`config.mk`:
```
export PLATFORM = sky130hd
export DESIGN_NAME = rr_arbiter16
export DESIGN_NICKNAME = d
export VERILOG_FILES = /design/src/rtl/rr_arbiter16.sv
export SDC_FILE = /design/constraint.sdc
export NUM_CORES = 1
export LEC_CHECK = 0
export ABC_AREA = 1
export CAP_MARGIN = 0
export CORE_MARGIN = 2
export CORE_UTILIZATION = 51
export CTS_BUF_LIST = sky130_fd_sc_hd__clkbuf_4 sky130_fd_sc_hd__clkbuf_8
export DETAILED_ROUTE_END_ITERATION = 10
export PLACE_DENSITY = 0.79
export SLEW_MARGIN = 0
export SYNTH_ARGS = -nofsm -noshare
export SYNTH_HDL_FRONTEND = slang
export SYNTH_SLANG_ARGS = --single-unit
```
`constraint.sdc`:
```
create_clock -name clk -period 3.6 [get_ports clk]
set_clock_uncertainty 0.05 [all_clocks]
set_input_delay 0.72 -clock clk [delete_from_list [all_inputs] [get_ports clk]]
set_output_delay 0.72 -clock clk [all_outputs]
set_load 0.01 [all_outputs]
```
`src/rtl/rr_arbiter16.sv`:
```
// 16-way arbiter with round-robin or fixed-priority selection.
// A grant is held until the owner pulses done, drops its request, or the
// hold counter reaches MAX_HOLD. A one-cycle GAP always follows a grant.
// Every output comes straight from a flop.
module rr_arbiter16 #(
  parameter int unsigned MAX_HOLD = 255
) (
  input  logic        clk,
  input  logic        rst_n,
  input  logic        ena,
  input  logic        prio_mode,
  input  logic [15:0] req,
  input  logic        done,
  output logic        grant_valid,
  output logic [3:0]  grant_idx,
  output logic [15:0] grant_onehot,
  output logic        busy,
  output logic        timeout_flag
);

  typedef enum logic [1:0] {IDLE = 2'd0, BUSY = 2'd1, GAP = 2'd2} state_t;

  state_t      state_reg, state_next;
  logic [3:0]  ptr_reg, ptr_next;
  logic [7:0]  hold_reg, hold_next;
  logic        valid_reg, valid_next;
  logic [3:0]  idx_reg, idx_next;
  logic [15:0] onehot_reg, onehot_next;
  logic        busy_reg, busy_next;
  logic        tflag_reg, tflag_next;

  logic [15:0] rot_req;
  logic [3:0]  rr_off;
  logic [3:0]  fp_win;
  logic [3:0]  winner;
  logic        start;
  logic [7:0]  hold_inc;
  logic        hold_hit;
  logic        release_normal;
  logic        release_any;
  logic        timeout_evt;

  // rot_req[k] is the request of requester (ptr + k) mod 16, so the lowest
  // set bit of rot_req is the round-robin winner relative to ptr.
  genvar gi;
  generate
    for (gi = 0; gi < 16; gi++) begin : g_rot
      logic [3:0] pos;
      assign pos         = ptr_reg + 4'(gi);
      assign rot_req[gi] = req[pos];
    end
  endgenerate

  // Winner selection for both modes; fixed priority ignores ptr.
  always_comb begin
    rr_off = 4'd0;
    for (int k = 15; k >= 0; k--) begin
      if (rot_req[k]) rr_off = 4'(k);
    end
    fp_win = 4'd0;
    for (int k = 0; k < 16; k++) begin
      if (req[k]) fp_win = 4'(k);
    end
    winner = prio_mode ? fp_win : (ptr_reg + rr_off);
  end

  assign start          = ena && (req != 16'd0);
  assign hold_inc       = hold_reg + 8'd1;
  assign hold_hit       = (hold_inc == 8'(MAX_HOLD));
  assign release_normal = done || !req[idx_reg];
  assign release_any    = release_normal || hold_hit;
  // A timeout only counts when nothing else would have released the grant.
  assign timeout_evt    = hold_hit && !release_normal;

  // State register.
  always_ff @(posedge clk or negedge rst_n) begin
    if (!rst_n) state_reg <= IDLE;
    else        state_reg <= state_next;
  end

  // Next-state logic.
  always_comb begin
    state_next = state_reg;
    case (state_reg)
      IDLE:    if (start) state_next = BUSY;
      BUSY:    if (release_any) state_next = GAP;
      GAP:     state_next = IDLE;
      default: state_next = IDLE;
    endcase
  end

  // Next values of the registered outputs, pointer and hold counter.
  always_comb begin
    idx_next   = idx_reg;
    ptr_next   = ptr_reg;
    hold_next  = hold_reg;
    tflag_next = tflag_reg;
    case (state_reg)
      IDLE: begin
        if (start) begin
          idx_next  = winner;
          hold_next = 8'd0;
        end
      end
      BUSY: begin
        hold_next = hold_inc;
        if (release_any) ptr_next = idx_reg + 4'd1;
        if (timeout_evt) tflag_next = 1'b1;
      end
      default: ;
    endcase
    valid_next  = (state_next == BUSY);
    onehot_next = valid_next ? (16'd1 << idx_next) : 16'd0;
    busy_next   = (state_next != IDLE);
  end

  // Output and datapath registers.
  always_ff @(posedge clk or negedge rst_n) begin
    if (!rst_n) begin
      ptr_reg    <= 4'd0;
      hold_reg   <= 8'd0;
      valid_reg  <= 1'b0;
      idx_reg    <= 4'd0;
      onehot_reg <= 16'd0;
      busy_reg   <= 1'b0;
      tflag_reg  <= 1'b0;
    end else begin
      ptr_reg    <= ptr_next;
      hold_reg   <= hold_next;
      valid_reg  <= valid_next;
      idx_reg    <= idx_next;
      onehot_reg <= onehot_next;
      busy_reg   <= busy_next;
      tflag_reg  <= tflag_next;
    end
  end

  assign grant_valid  = valid_reg;
  assign grant_idx    = idx_reg;
  assign grant_onehot = onehot_reg;
  assign busy         = busy_reg;
  assign timeout_flag = tflag_reg;

endmodule

```
Word-level counts from Yosys, hierarchy flattened. Index checks and enable logic that the tools add are counted.

Register bits after elaboration: 37. Input port bits: 21. Output and inout port bits: 23.

$add $sub $neg: 18. Order comparisons: 17. Equal/unequal tests: 4. Shift-type cells: 1. Multiplexer cells: 74. Reductions and logical operators: 13.

Operators by type and width (count): 4-bit two-way mux (33); 4-bit by 5-bit < comparator with 1-bit output, second input constant (17); 1-bit binary-select mux with 4-bit select (17); 4-bit adder, second input constant (8); 1-bit two-way mux (18); 4-bit by 3-bit adder with 4-bit output, second input constant (4); 16-bit two-way mux (1); 8-bit case mux with 2 select lines (1); 16-bit nonzero test (1); 1-bit by 4-bit left shift with 16-bit output, first input constant (1); 4-bit by 1-bit adder with 4-bit output, second input constant (2); 4-bit by 2-bit adder with 4-bit output, second input constant (2); 8-bit by 1-bit adder with 8-bit output, second input constant (1); 8-bit == test, second input constant (1); 8-bit two-way mux (1); 2-bit AND reduction (3); 4-bit adder (1); 2-bit by 1-bit == test with 1-bit output, second input constant (2); 2-bit two-way mux (2); 2-bit case mux with 2 select lines (1); 2-bit nonzero test (2); 1-bit logical AND (2); 1-bit logical NOT (2); 2-bit logical NOT (1); 2 further kinds (3).

Longest topological paths before layout. Gate-level depths: netlist of the first run.

Depth in word-level cells: 25. Gate-level depth with buffers: 36.

Worst setup path before layout of the first run. Ideal clock, no wire load.

Kind: reg2reg. Start: reg ptr_reg[1]. End: reg onehot_reg[13] (netlist: grant_onehot[13]). Setup time: 72 ps. Arrival time: 3827 ps. Required time: 3478 ps. Slack: -349 ps. Stages on the path, launching flop included: 35. Path buffers: 2. Period minus slack after synthesis: 3949 ps. Cell sequence: dfrtp_1 > buf_2 > inv_2 > ha_1 > buf_2 > inv_1 > nand3_1 > nand3_1 > nand2_1 > nand2_1 > nand2_1 > nand2_1 > nand2_1 > nand2_1 > nand2_1 > nand2_1 > nand2_1 > nand2_1 > nand2_1 > nand2_1 > nand2_1 > nand2_1 > nand2_1 > nand2_1 > a21oi_1 > ha_1 > inv_1 > fa_1 > or2_2 > nand3_1 > o311ai_0 > o21a_1 > nor2_1 > nand3_1 > nor2_1.

Longest elaborated chain between the ends: 25. Elaborated cells on any way between the ends: 69. Those cells by class: 16 x add/sub; 1 x shift; 52 x mux.

Ends and longest elaborated chain: start, declared (line 24) `logic [3:0] ptr_reg, ptr_next;`; start signal, assigned (line 128) `ptr_reg <= ptr_next;`; 4-bit adder (line 49) `assign pos = ptr_reg + 4'(gi);`; 1-bit binary-select mux with 4-bit select (line 50) `assign rot_req[gi] = req[pos];`; 1-bit two-way mux (implied by the code) (line 50); 4-bit two-way mux (16 in a row) (line 58) `if (rot_req[k]) rr_off = 4'(k);`; 4-bit adder * (line 64) `winner = prio_mode ? fp_win : (ptr_reg + rr_off);`; 4-bit two-way mux * (line 64); 4-bit two-way mux * (line 100) `if (start) begin`; 4-bit two-way mux * (line 98) `case (state_reg)`; 1-bit by 4-bit left shift with 16-bit output * (line 113) `onehot_next = valid_next ? (16'd1 << idx_next) : 16'd0;`; 16-bit two-way mux * (line 113); net onehot_next[13] (line 28) `logic [15:0] onehot_reg, onehot_next;`; end signal, assigned (line 132) `onehot_reg <= onehot_next;`; end, declared (line 28).

The timed path passes the listed nets; every way through them passes the cells marked *. The select of a mux whose other input is x is not followed. A chain may end at the register's enable or synchronous reset.

Worst setup path after layout of the first run.
Start: reg ptr_reg[1]. End: reg onehot_reg[1] (netlist: grant_onehot[1]).

Longest elaborated chain between the ends: 25. Elaborated cells on any way between the ends: 69. Those cells by class: 16 x add/sub; 1 x shift; 52 x mux.

Ends and longest elaborated chain: 4-bit adder (line 49); 1-bit binary-select mux with 4-bit select (line 50); 1-bit two-way mux (implied by the code) (line 50); 4-bit two-way mux (16 in a row) (line 58); 4-bit adder * (line 64); 4-bit two-way mux * (line 64); 4-bit two-way mux * (line 100); 4-bit two-way mux * (line 98); net idx_next[2] (line 27) `logic [3:0] idx_reg, idx_next;`; 1-bit by 4-bit left shift with 16-bit output * (line 113); 16-bit two-way mux * (line 113); net onehot_next[1] (line 28).

Marked as above.

==> results of run 1 <==
[worst max path at each step]
stage                           from          endpoint  slack (ps)  depth (start not counted)
after CTS                 ptr_reg[1]   grant_onehot[1]        -170                         33
after global routing      ptr_reg[1]   grant_onehot[1]        -650                         31
after floorplan           ptr_reg[0]  grant_onehot[11]          40                         35
after global placement        req[6]   grant_onehot[9]        -660                         29
final                     ptr_reg[1]   grant_onehot[1]        -440                         31
after detailed placement      req[6]   grant_onehot[1]        -750                         29
[synthesized netlist by cell type (all sizes together)]
| library cell | n |
|---|---|
| o22ai | 6 |
| nand3 | 85 |
| nor2 | 50 |
| dfrtp | 37 |
| a22oi | 1 |
| inv | 57 |
| a21oi | 27 |
| or2 | 2 |
| o311ai | 1 |
| fa | 1 |
| nand4 | 2 |
| xor2 | 11 |
| o21a | 2 |
| buf | 9 |
| nor3 | 2 |
| clkinv | 2 |
| nand3b | 2 |
| ha | 13 |
| nand2 | 111 |
| a31oi | 7 |
| nor4 | 2 |
| a21o | 1 |
| xnor2 | 4 |
| o21ai | 26 |
[metrics by stage]
step / std cells / utilization
2_1_floorplan: 461 / -
3_3_place_gp: 635 / 0.6963
3_5_place_dp: 635 / 0.6963
4_1_cts: 654 / 0.7577
5_1_grt: 662 / 0.7904
6_report: 662 / 0.7904
[layout make-up]
class / count / area [um^2] / share of cell area
clock buffers: 5 / 68.82 / 0.01488
clock inverters: 3 / 43.79 / 0.009470
inverters: 59 / 234.0 / 0.05060
multi-input cells: 357 / 2221 / 0.4802
flip-flops and latches: 37 / 927.1 / 0.2005
well taps: 75 / 93.84 / 0.02029
repair buffers: 126 / 1036 / 0.2240
[routing by layer]
layer,GRT usage,vias up
met1,0.3892,1768
li1,-,1773
met4,0.1780,0
met3,0.07556,38
met5,0,-
met2,0.5590,186
[kinds of logic (layout without fill, tap and decap cells)]
logic type / after synthesis / count (layout) / synth area share
simple gates: 256 / 257 / 0.3704
compound gates: 71 / 71 / 0.1313
buf+inv: 68 / 193 / 0.08942
flops: 37 / 37 / 0.3035
fa+ha+maj: 14 / 14 / 0.05989
xor+xnor: 15 / 15 / 0.04553
[cells in the final DEF, fill, tap and decap left out, types with 3 or more instances in the layout]
master | Yosys | layout
inv_1 | 54 | 49
nand2_1 | 108 | 98
nand2_4 | 1 | 3
o21ai_1 | 3 | 4
o21ai_0 | 23 | 20
a31oi_1 | 7 | 6
xor2_1 | 11 | 9
nor2_1 | 47 | 38
clkdlybuf4s50_1 | 0 | 26
xnor2_1 | 3 | 3
buf_4 | 0 | 81
a21oi_2 | 1 | 6
ha_1 | 13 | 7
dlygate4sd2_1 | 0 | 16
a21oi_1 | 25 | 20
o22ai_1 | 6 | 6
ha_4 | 0 | 4
clkbuf_8 | 0 | 5
inv_2 | 3 | 6
nor2_2 | 3 | 10
nand3_2 | 0 | 25
nand3_4 | 0 | 4
nand3_1 | 85 | 56
nand2_2 | 2 | 11
dfrtp_1 | 37 | 36
[what timing repair did]
action / CTS / global route
setup buffers: 11 / 7
endpoints found under the setup margin: 19 / 20
cloned: 0 / 1
pin swaps: 16 / 26
resized for setup: 60 / 32
==> impl_results.md, run 1 <==
* Die extent in x at 81.34 um
* TritonCTS clock tree: done
* Clock Path Buffers at 2
* Area of the die at 0.006616 mm^2
* Final worst setup slack at -441.1 ps
* Destination of the worst hold path: timeout_flag
* Violated checks: negative setup slack
* Core Footprint at 0.005851 mm^2
* Count of fill cells added during filler insertion at 397
* Net count, final at 621
* Register-to-register setup slack at -440 ps
* Crit. End Element: flip-flop
* Met1 layer wirelength in the final routing at 4.257 mm
* Total setup violations reported at the end of the flow at 19
* CP most frequent cell: nand2_1
* Clock tree sinks at 37
* Total via count in the routed design at 3,765
* Antenna diode count at 0
* Hold path startpoint: timeout_flag
* Sequential area share after synthesis at 0.3035
* Detailed Routing Iterations Pass 1 at 5
* Cell family with the largest share of critical-path delay: simple AND/OR/NAND/NOR gates
* Master of the slowest instance on the critical path: dfrtp_2
* Relative max-transition margin at 0.4609
* Port bufs at 43
* Result of the run: finished, violations left
* Mean Syn Cell Area at 6.617 um^2
* Met2 Routed Length at 5.560 mm
* Uppermost layer routed: met4
* Initial core utilization at 0.5214
* Clk root buf: clkbuf_8
* Antenna violations before repair at 0
* Clk pin slew, worst setup/hold paths at 80 ps
* Dpl hpwl at 7.580 mm
* Fraction of the cycle the final worst path needs at 1.123
* Remaining global-route overflow at 0
* Routability Congestion at 0.9702
* RSZ-0062 raised after global routing: true
* Hold violation count in the final report at 0
* Global Route Usage Sum at 0.3313
* Number of cell rows at 28
* Largest fanout on the critical path at 5
* Sort of element at the start of the critical path: flip-flop
* Fraction of final layout cells sized beyond drive strength 1 at 0.3101
* Path class of the lowest-slack min-delay path: reg2reg
* DP Area at 0.004074 mm^2
* Number of flip-flops under the largest register name at 16
* Worst Max-Slew Pin Slew at 808.6 ps
* CTS H-Tree Depth at 2
* Required time reported for the critical path endpoint at 3770 ps
* Total DRC errors in the routed layout at 0
* Cells on worst reg2reg path at 31
* Worst Path Class, Setup: reg2reg
* Library cells used by synthesis at 35
* Yosys warns at 0
* Reg-to-reg startpoint: ptr_reg[1]
* Worst-skew pair later-pin latency at 300 ps
* Via-per-instance ratio at 5.687
* Crit path time final at 4041 ps
* Setup_tns at -6667 ps
* Cell area after synthesis at 0.003050 mm^2
* Total of hold buffers inserted after clock tree synthesis at 0
* Number of DRC markers in iteration 0 at 375
* Fraction of post-synthesis cell area in the top cell type by area at 0.3035
* Post-synthesis net count at 496
* Top cells by area, synth: dfrtp_1 (30%), nand3_1 (14%), nand2_1 (13%)
* Buffers & Inverters on Critical Path at 4
* Global-route wire length before repair at 16.70 mm
* Endpoint of the worst register-to-register path: grant_onehot[1]
* Final worst hold slack at 444.6 ps
* Post-DRT Antenna Nets at 0
* Final design instance area without fill at 0.004624 mm^2
* Num ports at 44
* Post-synthesis cell type with the largest combined area: dfrtp_1
* Synth-to-layout area growth at 51.60%
* Max-slew violation count at 0
* Placement-stage worst setup slack at -748.8 ps
* Arr. time, crit path at 4210 ps
* Hold-critical path depth at 1
* Vias in the first global route at 3,600
* CTS buffer count at 5
* Crit-path max cell delay at 460 ps
* Post-detailed-route wirelength per cell at 16.69 um
* Cell count after synthesis at 461
* Met3 wire length at 738 um
* Count of state elements after synthesis at 37
* Top achievable clock speed at 0.2475 GHz
* Final wirelength at 11.05 mm
* Pin count of the biggest net entering global routing at 38
* MaxCap Viol Count at 0
* Die boundary height at 81.34 um
Power of run 1 is left out: the tool's default activity adds up to more than one toggle a clock period on the data nets, which glitch-free logic cannot reach.
==> inputs of run 2 (changes only) <==
--- a/config.mk
+++ b/config.mk
@@ -8,10 +8,9 @@
 export ABC_AREA = 1
 export CAP_MARGIN = 0
 export CORE_MARGIN = 2
-export CORE_UTILIZATION = 51
-export CTS_BUF_LIST = sky130_fd_sc_hd__clkbuf_4 sky130_fd_sc_hd__clkbuf_8
+export CORE_UTILIZATION = 30
+export CTS_BUF_LIST = sky130_fd_sc_hd__clkbuf_8
 export DETAILED_ROUTE_END_ITERATION = 10
-export PLACE_DENSITY = 0.79
 export SLEW_MARGIN = 0
 export SYNTH_ARGS = -nofsm -noshare
 export SYNTH_HDL_FRONTEND = slang
==> impl_results.md, run 2 (same netlist as run 1, synthesis figures left out) <==
* Result of the run: finished, violations left
* Violated checks: negative setup slack
* Clock tree sinks at 37
* Number of flip-flops under the largest register name at 16
* Core Footprint at 0.009819 mm^2
* CTS H-Tree Depth at 2
* Clk pin slew, worst setup/hold paths at 70 ps
* Worst Max-Slew Pin Slew at 804.1 ps
* Final wirelength at 10.04 mm
* Total via count in the routed design at 3,561
* Detailed Routing Iterations Pass 1 at 5
* Crit-path max cell delay at 440 ps
* Top achievable clock speed at 0.2601 GHz
* Die boundary height at 104.8 um
* Die extent in x at 104.8 um
* Required time reported for the critical path endpoint at 3780 ps
* Remaining global-route overflow at 0
* Relative max-transition margin at 0.4640
* Sort of element at the start of the critical path: flip-flop
* Total of hold buffers inserted after clock tree synthesis at 0
* Area of the die at 0.01099 mm^2
* Number of cell rows at 36
* Routability Congestion at 0.8963
* Buffers & Inverters on Critical Path at 3
* Hold violation count in the final report at 0
* Antenna violations before repair at 0
* Post-DRT Antenna Nets at 0
* Net count, final at 615
* Worst-skew pair later-pin latency at 290 ps
* Path class of the lowest-slack min-delay path: reg2reg
* Fraction of the cycle the final worst path needs at 1.068
* Arr. time, crit path at 4020 ps
* Global Route Usage Sum at 0.1844
* Initial core utilization at 0.3107
* CP most frequent cell: nand2_1
* Crit path time final at 3845 ps
* Clock Path Buffers at 2
* Number of DRC markers in iteration 0 at 141
* Max-slew violation count at 0
* Port bufs at 43
* CTS buffer count at 5
* Global-route wire length before repair at 16.57 mm
* Fraction of final layout cells sized beyond drive strength 1 at 0.3155
* Synth-to-layout area growth at 52.95%
* Most frequent cells in the layout: nand2_1 (96), buf_4 (74), nand3_1 (59), inv_1 (47), nor2_1 (38)
* Dpl hpwl at 7.667 mm
* Via-per-instance ratio at 4.994
* Post-detailed-route wirelength per cell at 14.08 um
* Num ports at 44
* Setup_tns at -3200 ps
* TritonCTS clock tree: done
* Worst Path Class, Setup: reg2reg
* Vias in the first global route at 3,536
* Count of fill cells added during filler insertion at 1,029
* Master of the slowest instance on the critical path: dfrtp_2
* Commonest non-fill, non-tap cell in the layout: nand2_1
* Area of combinational cells with multiple inputs at 0.002255 mm^2
* Crit. End Element: flip-flop
* Cell family with the largest share of critical-path delay: simple AND/OR/NAND/NOR gates
* Total DRC errors in the routed layout at 0
* Total setup violations reported at the end of the flow at 16
* Largest fanout on the critical path at 8
* Pin count of the biggest net entering global routing at 38
* FF/Latch Area at 927.1 um^2
* Antenna diode count at 0
* Clk root buf: clkbuf_8
* Final worst setup slack at -244.7 ps
* RSZ-0062 raised after global routing: true
* MaxCap Viol Count at 0
run 2: cell count changes in the layout (fill, tap and decap cells not counted), sizes merged:
cell,previous run,this run
buf,84,78
bufinv,1,0
clkbuf,5,6
clkinv,4,3
run 2: path summary, 6_finish.rpt:
check                      cells after the start  slack [ps]          from         endpoint
setup reg to reg                              32        -240    ptr_reg[1]  grant_onehot[7]
hold / removal                                 1         430  timeout_flag     timeout_flag
setup / recovery                              32        -240    ptr_reg[1]  grant_onehot[7]
max in group asynchronous                      1        2480         rst_n       ptr_reg[1]
hold reg to reg                                1         430  timeout_flag     timeout_flag
min in group asynchronous                      1         470         rst_n  grant_onehot[5]
run 2: per-stage QoR:
stage | hold WS, ps | instance area [um^2] | cells | util | worst slack, ps
2_1_floorplan | 374.4 | 3131 | 461 | - | 37.05
3_3_place_gp | 401.2 | 4109 | 688 | 0.4185 | -669.8
3_5_place_dp | 412.4 | 4109 | 688 | 0.4185 | -712.7
4_1_cts | 437.9 | 4473 | 708 | 0.4555 | -126.5
5_1_grt | 458.7 | 4666 | 713 | 0.4752 | -529.4
6_report | 431.9 | 4666 | 713 | 0.4752 | -244.7
run 2: final cells by class:
cell class                      count  share of cell area
Clock buffer                        6             0.01770
Multi-Input combinational cell    357              0.4832
Tap cell                          133             0.03567
Sequential cell                    37              0.1987
Inverter                           59             0.05068
Clock inverter                      1           0.0008045
Timing Repair Buffer              120              0.2132
run 2: repair_timing:
action / in CTS / in global routing
resized for setup: 67 / 38
buffers inserted: 14 / 4
pin swaps: 22 / 17
gates cloned: 0 / 1
endpoints found under the setup margin: 19 / 20
run 2: layer usage:
| layer | GRT usage | wire length, um | vias to the layer above |
|---|---|---|---|
| li1 | - | - | 1753 |
| met1 | 0.2358 | 4417 | 1685 |
| met2 | 0.3145 | 4914 | 99 |
| met3 | 0.03057 | 441 | 24 |
| met4 | 0.06286 | 267 | 0 |
| met5 | 0 | 0 | - |
run 2: worst register-to-register path: cells and delay by family (launching register included):
family,cells,cell delay (ps)
simple gates,23,1750
fa+ha+maj,3,900
flops,1,440
compound gates,3,430
buf+inv,3,230
Power of run 2 is left out for the same reason.
==> inputs of run 3 (changes only) <==
--- a/config.mk
+++ b/config.mk
@@ -7,10 +7,14 @@
 export LEC_CHECK = 0
 export ABC_AREA = 1
 export CAP_MARGIN = 0
+export CELL_PAD_IN_SITES_DETAIL_PLACEMENT = 0
+export CELL_PAD_IN_SITES_GLOBAL_PLACEMENT = 1
 export CORE_MARGIN = 2
 export CORE_UTILIZATION = 30
 export CTS_BUF_LIST = sky130_fd_sc_hd__clkbuf_8
 export DETAILED_ROUTE_END_ITERATION = 10
+export PLACE_DENSITY_LB_ADDON = 0.1
+export REMOVE_ABC_BUFFERS = 1
 export SLEW_MARGIN = 0
 export SYNTH_ARGS = -nofsm -noshare
 export SYNTH_HDL_FRONTEND = slang
==> impl_results.md, run 3 (same netlist as run 1, synthesis figures left out) <==
* CTS buffer count at 5
* Crit path time final at 3883 ps
* Via-per-instance ratio at 4.774
* Crit-path max cell delay at 400 ps
* Global Route Usage Sum at 0.1866
* Final Core Density at 0.4623
* Reg-to-reg startpoint: ptr_reg[1]
* Num ports at 44
* Path class of the lowest-slack min-delay path: reg2reg
* Hold violation count in the final report at 0
* Clk root buf: clkbuf_8
* Area of the die at 0.01099 mm^2
* Total setup violations reported at the end of the flow at 16
* Fraction of the cycle the final worst path needs at 1.079
* FF/Latch Area at 925.9 um^2
* Port bufs at 43
* Antenna diode count at 0
* Count of fill cells added during filler insertion at 1,064
* Max-slew violation count at 0
* Register-to-register setup slack at -280 ps
* Clock Path Buffers at 2
* Worst Path Class, Setup: reg2reg
* Total via count in the routed design at 3,399
* Commonest non-fill, non-tap cell in the layout: nand2_1
* Violated checks: negative setup slack
* Number of cell rows at 36
* Setup_tns at -4086 ps
* Worst Max-Slew Pin Slew at 808.6 ps
* CTS H-Tree Depth at 2
* Routability Congestion at 0.8937
* Synth-to-layout area growth at 48.81%
* Required time reported for the critical path endpoint at 3760 ps
* Die extent in x at 104.8 um
* Total of hold buffers inserted after clock tree synthesis at 0
* Total DRC errors in the routed layout at 0
* Cells on worst reg2reg path at 32
* Fraction of final layout cells sized beyond drive strength 1 at 0.2642
* Remaining global-route overflow at 0
* Die boundary height at 104.8 um
* Detailed Routing Iterations Pass 1 at 5
* Pin count of the biggest net entering global routing at 38
* RSZ-0062 raised after global routing: true
* DP Area at 0.004109 mm^2
* Post-DRT Antenna Nets at 0
* Global-route wire length before repair at 16.55 mm
* Core Footprint at 0.009819 mm^2
* Endpoint of the worst register-to-register path: grant_onehot[13]
* Leakage power at 2.222 nW
* Final worst hold slack at 414.6 ps
* Worst-case vdd ir drop at 492.5 uV
* Number of DRC markers in iteration 0 at 105
* CP most frequent cell: nand2_1
* Clk pin slew, worst setup/hold paths at 70 ps
* Post-detailed-route wirelength per cell at 14.37 um
* Final worst setup slack at -283.3 ps
* Sort of element at the start of the critical path: flip-flop
* TritonCTS clock tree: done
* Initial core utilization at 0.3107
* Clock tree sinks at 37
* MaxCap Viol Count at 0
* CP Capture Point: grant_onehot[13]
* Top achievable clock speed at 0.2575 GHz
* Number of flip-flops under the largest register name at 16
* Antenna violations before repair at 0
* Result of the run: finished, violations left
* Startpoint of the most critical setup path: ptr_reg[1]
* Final design instance area without fill at 0.004539 mm^2
* Arr. time, crit path at 4040 ps
* Master of the slowest instance on the critical path: dfrtp_1
* Net count, final at 613
* Relative max-transition margin at 0.4609
* Final Total Pwr at 5.337 mW
* Worst-skew pair later-pin latency at 280 ps
* Dpl hpwl at 8.159 mm
* Final wirelength at 10.23 mm
* Largest fanout on the critical path at 8
* Area of combinational cells with multiple inputs at 0.002133 mm^2
* Power density normalized to cell area at 1176 mW/mm^2
* Crit. End Element: flip-flop
* Most frequent cells in the layout: nand2_1 (99), buf_4 (74), nand3_1 (69), inv_1 (50), nor2_1 (43)
* Vias in the first global route at 3,306
-- run 3: worst min path at each step --
stage                     depth (start not counted)         start           end  slack [ps]
after floorplan                                   0         rst_n          busy         370
after global placement                            1  timeout_flag  timeout_flag         400
after detailed placement                          1  timeout_flag  timeout_flag         400
after CTS                                         1  timeout_flag  timeout_flag         420
after global routing                              1  timeout_flag  timeout_flag         440
final                                             1  timeout_flag  timeout_flag         410
-- run 3: stage by stage --
step / cells / worst slack [ps]
floorplan: 452 / -605.7
global placement: 697 / -901.7
detailed placement: 697 / -950.3
CTS: 707 / -274.4
global route: 712 / -673.7
finish: 712 / -283.3
-- run 3: layout make-up --
class / count / share of cell area
Sequential cell: 37 / 0.2040
Clock inverter: 2 / 0.007442
Multi-Input combinational cell: 357 / 0.4700
Tap cell: 133 / 0.03666
Inverter: 59 / 0.04961
Timing Repair Buffer: 118 / 0.2142
Clock buffer: 6 / 0.01819
-- run 3: repair_timing --
action,4_1_cts,5_1_grt
setup buffers,2,4
setup endpoints to repair,19,20
pin swaps,21,8
resized for setup,66,16
cloned,0,1
-- run 3: metal layers --
metal  share of wire  global-route usage
met1            0.46              0.2432
met2            0.50              0.3349
met3           0.034             0.01809
met5               0                   0
met4          0.0065             0.03714
-- run 3: critical path: cells and delay by family (launching register included) --
| family | cells | cell delay (ps) |
|---|---|---|
| AO/OA/AOI/OAI | 3 | 420 |
| adder cells (fa/ha/maj) | 3 | 820 |
| buffers and inverters | 3 | 340 |
| flip-flops | 1 | 400 |
| AND/OR/NAND/NOR | 23 | 1800 |
-- run 3: power by group --
part	total, mW	internal [mW]	switching [mW]
Combinational	4.33	1.94	2.39
Clock	0.358	0.223	0.135
Sequential	0.649	0.528	0.121
Note: power is estimated with default switching activity, not from simulation.
==> variant, RTL diff (config.mk and constraints of run 3) <==
Take the reset off `hold_reg` and load it in a clocked block of its own.
--- a/src/rtl/rr_arbiter16.sv
+++ b/src/rtl/rr_arbiter16.sv
@@ -119,5 +119,4 @@
     if (!rst_n) begin
       ptr_reg    <= 4'd0;
-      hold_reg   <= 8'd0;
       valid_reg  <= 1'b0;
       idx_reg    <= 4'd0;
@@ -127,5 +126,4 @@
     end else begin
       ptr_reg    <= ptr_next;
-      hold_reg   <= hold_next;
       valid_reg  <= valid_next;
       idx_reg    <= idx_next;
@@ -134,4 +132,8 @@
       tflag_reg  <= tflag_next;
     end
+  end
+
+  always_ff @(posedge clk) begin
+    hold_reg <= hold_next;
   end
 
Check against the original RTL: same outputs for any inputs over 10 cycles, from zero or initial values and one cycle with rst_n low; that may be too few to reach the edited logic, so the function may still have changed.
==> variant against run 3 <==
  * The run still ends with setup timing left
  * Area after synthesis down 0.16%
  * Sequential share of layout area increased by 0.47 points
  * Sequential cell count unchanged
  * Final cell count is 0.56% higher
  * Wire length rose by 1.4%
  * Critical path type unchanged
  * Count of clock-buffer cells in the layout did not move
  * Largest cell class unchanged
  * Worst setup slack better by 0.19 ns
  * Global-route usage is 0.64 points higher
  * Cell area grew 2.0%
Power is not shown: default switching activity piles up to over one toggle a cycle in this logic, so the estimate is an artifact.
==> variant: results (changes against run 3) <==
Parameter                              Value

Run status
  Outcome    complete, but fails checks
  Violated checks    setup timing

STA
  Worst setup slack after layout    -0.0909 ns (+0.192 ns)
  Number of endpoints failing setup at the final stage    17 (+1)
  Transition time at the pin with the least slew margin    0.439 ns (-0.370 ns)

Drt
  Violation count after the first detailed-routing iteration    156 (+49%)
  Routed Wire Length    10,400 µm (+1.4%)
  Via/cell ratio    4.84 (+1.4%)
  Count of TritonRoute iterations in the first routing pass    4 (-1)

Place
  RePlAce Congestion    0.856 (-4.2%)
  DPL Wire Length    8100 µm (-0.71%)
  Total placed cells including tap cells    694 (-0.43%)
  Port-buffer cells    43 (unchanged)

Flow run
  Max cap viols    0 (unchanged)

Worst setup path
  Worst-path cell with the longest stage delay    fa_2
  Worst r2r path cells    32 (unchanged)
  RR Startpoint    ptr_reg[1]
  WP data arrival    3.86 ns (-0.18 ns)
  Critical Path Max Stage Delay    0.45 ns (+0.05 ns)
  Critical path startpoint    ptr_reg[1]
  Crit-path max FO    4 (-4)

Layout
  Largest register FFs    16 (unchanged)
  Number of fill cells in the layout    1,059 (-0.47%)
  Share of layout cells above drive strength 1    29.5% (+3.1 points)
  Filler-free cell count of the finished design    716 (+0.56%)
  ANT cells    0 (unchanged)
  Final layout net count    617 (+0.65%)

CTS
  Master cell of the clock root buffer    clkbuf_8
  Clock transition time at the flip-flop clock pins of the worst setup and hold paths    0.07 ns (about the same)
  Longest Clk Path Bufs    2 (unchanged)
  Maximum level of the CTS H-tree    2 (unchanged)
  Clock buffers created by TritonCTS    5 (unchanged)
  Worst-Skew Late Latency    0.29 ns

Hold path
  Worst hold start    timeout_flag
  Type of the tightest min-delay check    flip-flop to flip-flop
  Cell count of the worst hold path    1 (unchanged)

Global route
  Wire length of the first global-routing pass    17,000 µm (+2.6%)
  GR Layer Usage met3    2.31% (+0.50 points)
  Vias in the first global route    3,514 (+6.3%)
  Antenna violations before repair    0 (unchanged)
  Total global routing track utilization    19.3% (+0.64 points)
  Global Route met2 Usage    34.6% (+1.1 points)
  Met1 demand-to-capacity share in global routing    24.7% (+0.37 points)
  Pin count of the biggest net entering global routing    30 (-21%)

Logic synthesis
  Async S/R FF share, synth    78.4% (-22 points)
  Commonest cells in the synthesized netlist    nand2_1 (113), nand3_1 (84), nor2_1 (56)
  Post-Synthesis Cells    463 (+0.43%)
  Number of enable-type register cells in the synthesized netlist    8 (+8)
  Distinct cell type count after synthesis    34 (-2.9%)
  Synth warn    0 (unchanged)
  Seq/Total Area, Yosys    31.7% (+1.4 points)
  Most common flop cell mapped by yosys    dfrtp_1
  Top cells by area in the synthesized netlist    dfrtp_1 (24%), nand2_1 (14%), nand3_1 (14%)
==> variant: changes by cell type in the layout (fill, tap and decap cells not counted), moves of 5 or more <==
cell,change
dfrtp_1,-8
edfxtp_1,+8
o22ai_1,-6
o21ai_1,+5
nand2_2,+9
nor2_2,+5
buf_6,+6
==> variant: per-layer routing <==
layer / wire, µm / up-vias / share of wire [%]
li1: - / 1772 / -
met1: 4880 / 1633 / 47
met2: 5090 / 51 / 49
met3: 264 / 10 / 2.5
met4: 148 / 0 / 1.4
met5: 0 / - / 0
==> variant: per-stage QoR <==
step,setup slack [ns],setup TNS (ns),utilization (%),hold slack (ns),instance area (µm²)
finish,-0.0909,-1.07,47.1,0.426,4630
CTS,-0.119,-1.29,45.8,0.431,4500
global route,-0.354,-6.01,47.1,0.439,4630
floorplan,-0.573,-8.86,-,0.374,2990
global placement,-0.686,-11.43,41.5,0.409,4080
detailed placement,-0.792,-13.23,41.5,0.412,4080
==> variant: repair_timing <==
action                                  CTS  global route
pin swaps                                30            26
setup buffers                            11             3
endpoints found under the setup margin   19            19
endpoints found under the hold margin     0             0
gates resized for setup                  79            32
==> variant: worst paths after layout <==
path                                    end  slack, ns
setup / recovery           grant_onehot[12]      -0.09
hold / removal                 timeout_flag       0.43
setup reg to reg           grant_onehot[12]      -0.09
hold reg to reg                timeout_flag       0.43
max in group asynchronous  grant_onehot[13]       2.48
min in group asynchronous      timeout_flag       0.75
==> variant: logic make-up after synthesis <==
group,share of synthesized area [%]
flops,31.7
compound gates,12.3
mux,0.329
fa+ha+maj,6.00
buf+inv,8.71
simple gates,37.3
xor+xnor,3.70
==> variant: cell type report <==
class,count,area share [%]
inverters,57,4.68
clock inverters,2,0.784
multi-input cells,359,45.9
flip-flops and latches,37,20.9
repair buffers,122,22.4
clock buffers,6,1.78
well taps,133,3.60
==> variant: worst max-delay path: cells and delay by family (launching register included) <==
kind	cells	cell delay (ns)
AND/OR/NAND/NOR	22	1.39
adder cells (fa/ha/maj)	3	0.83
buffers and inverters	4	0.41
flip-flops	1	0.41
AO/OA/AOI/OAI	2	0.35
XOR/XNOR	1	0.20
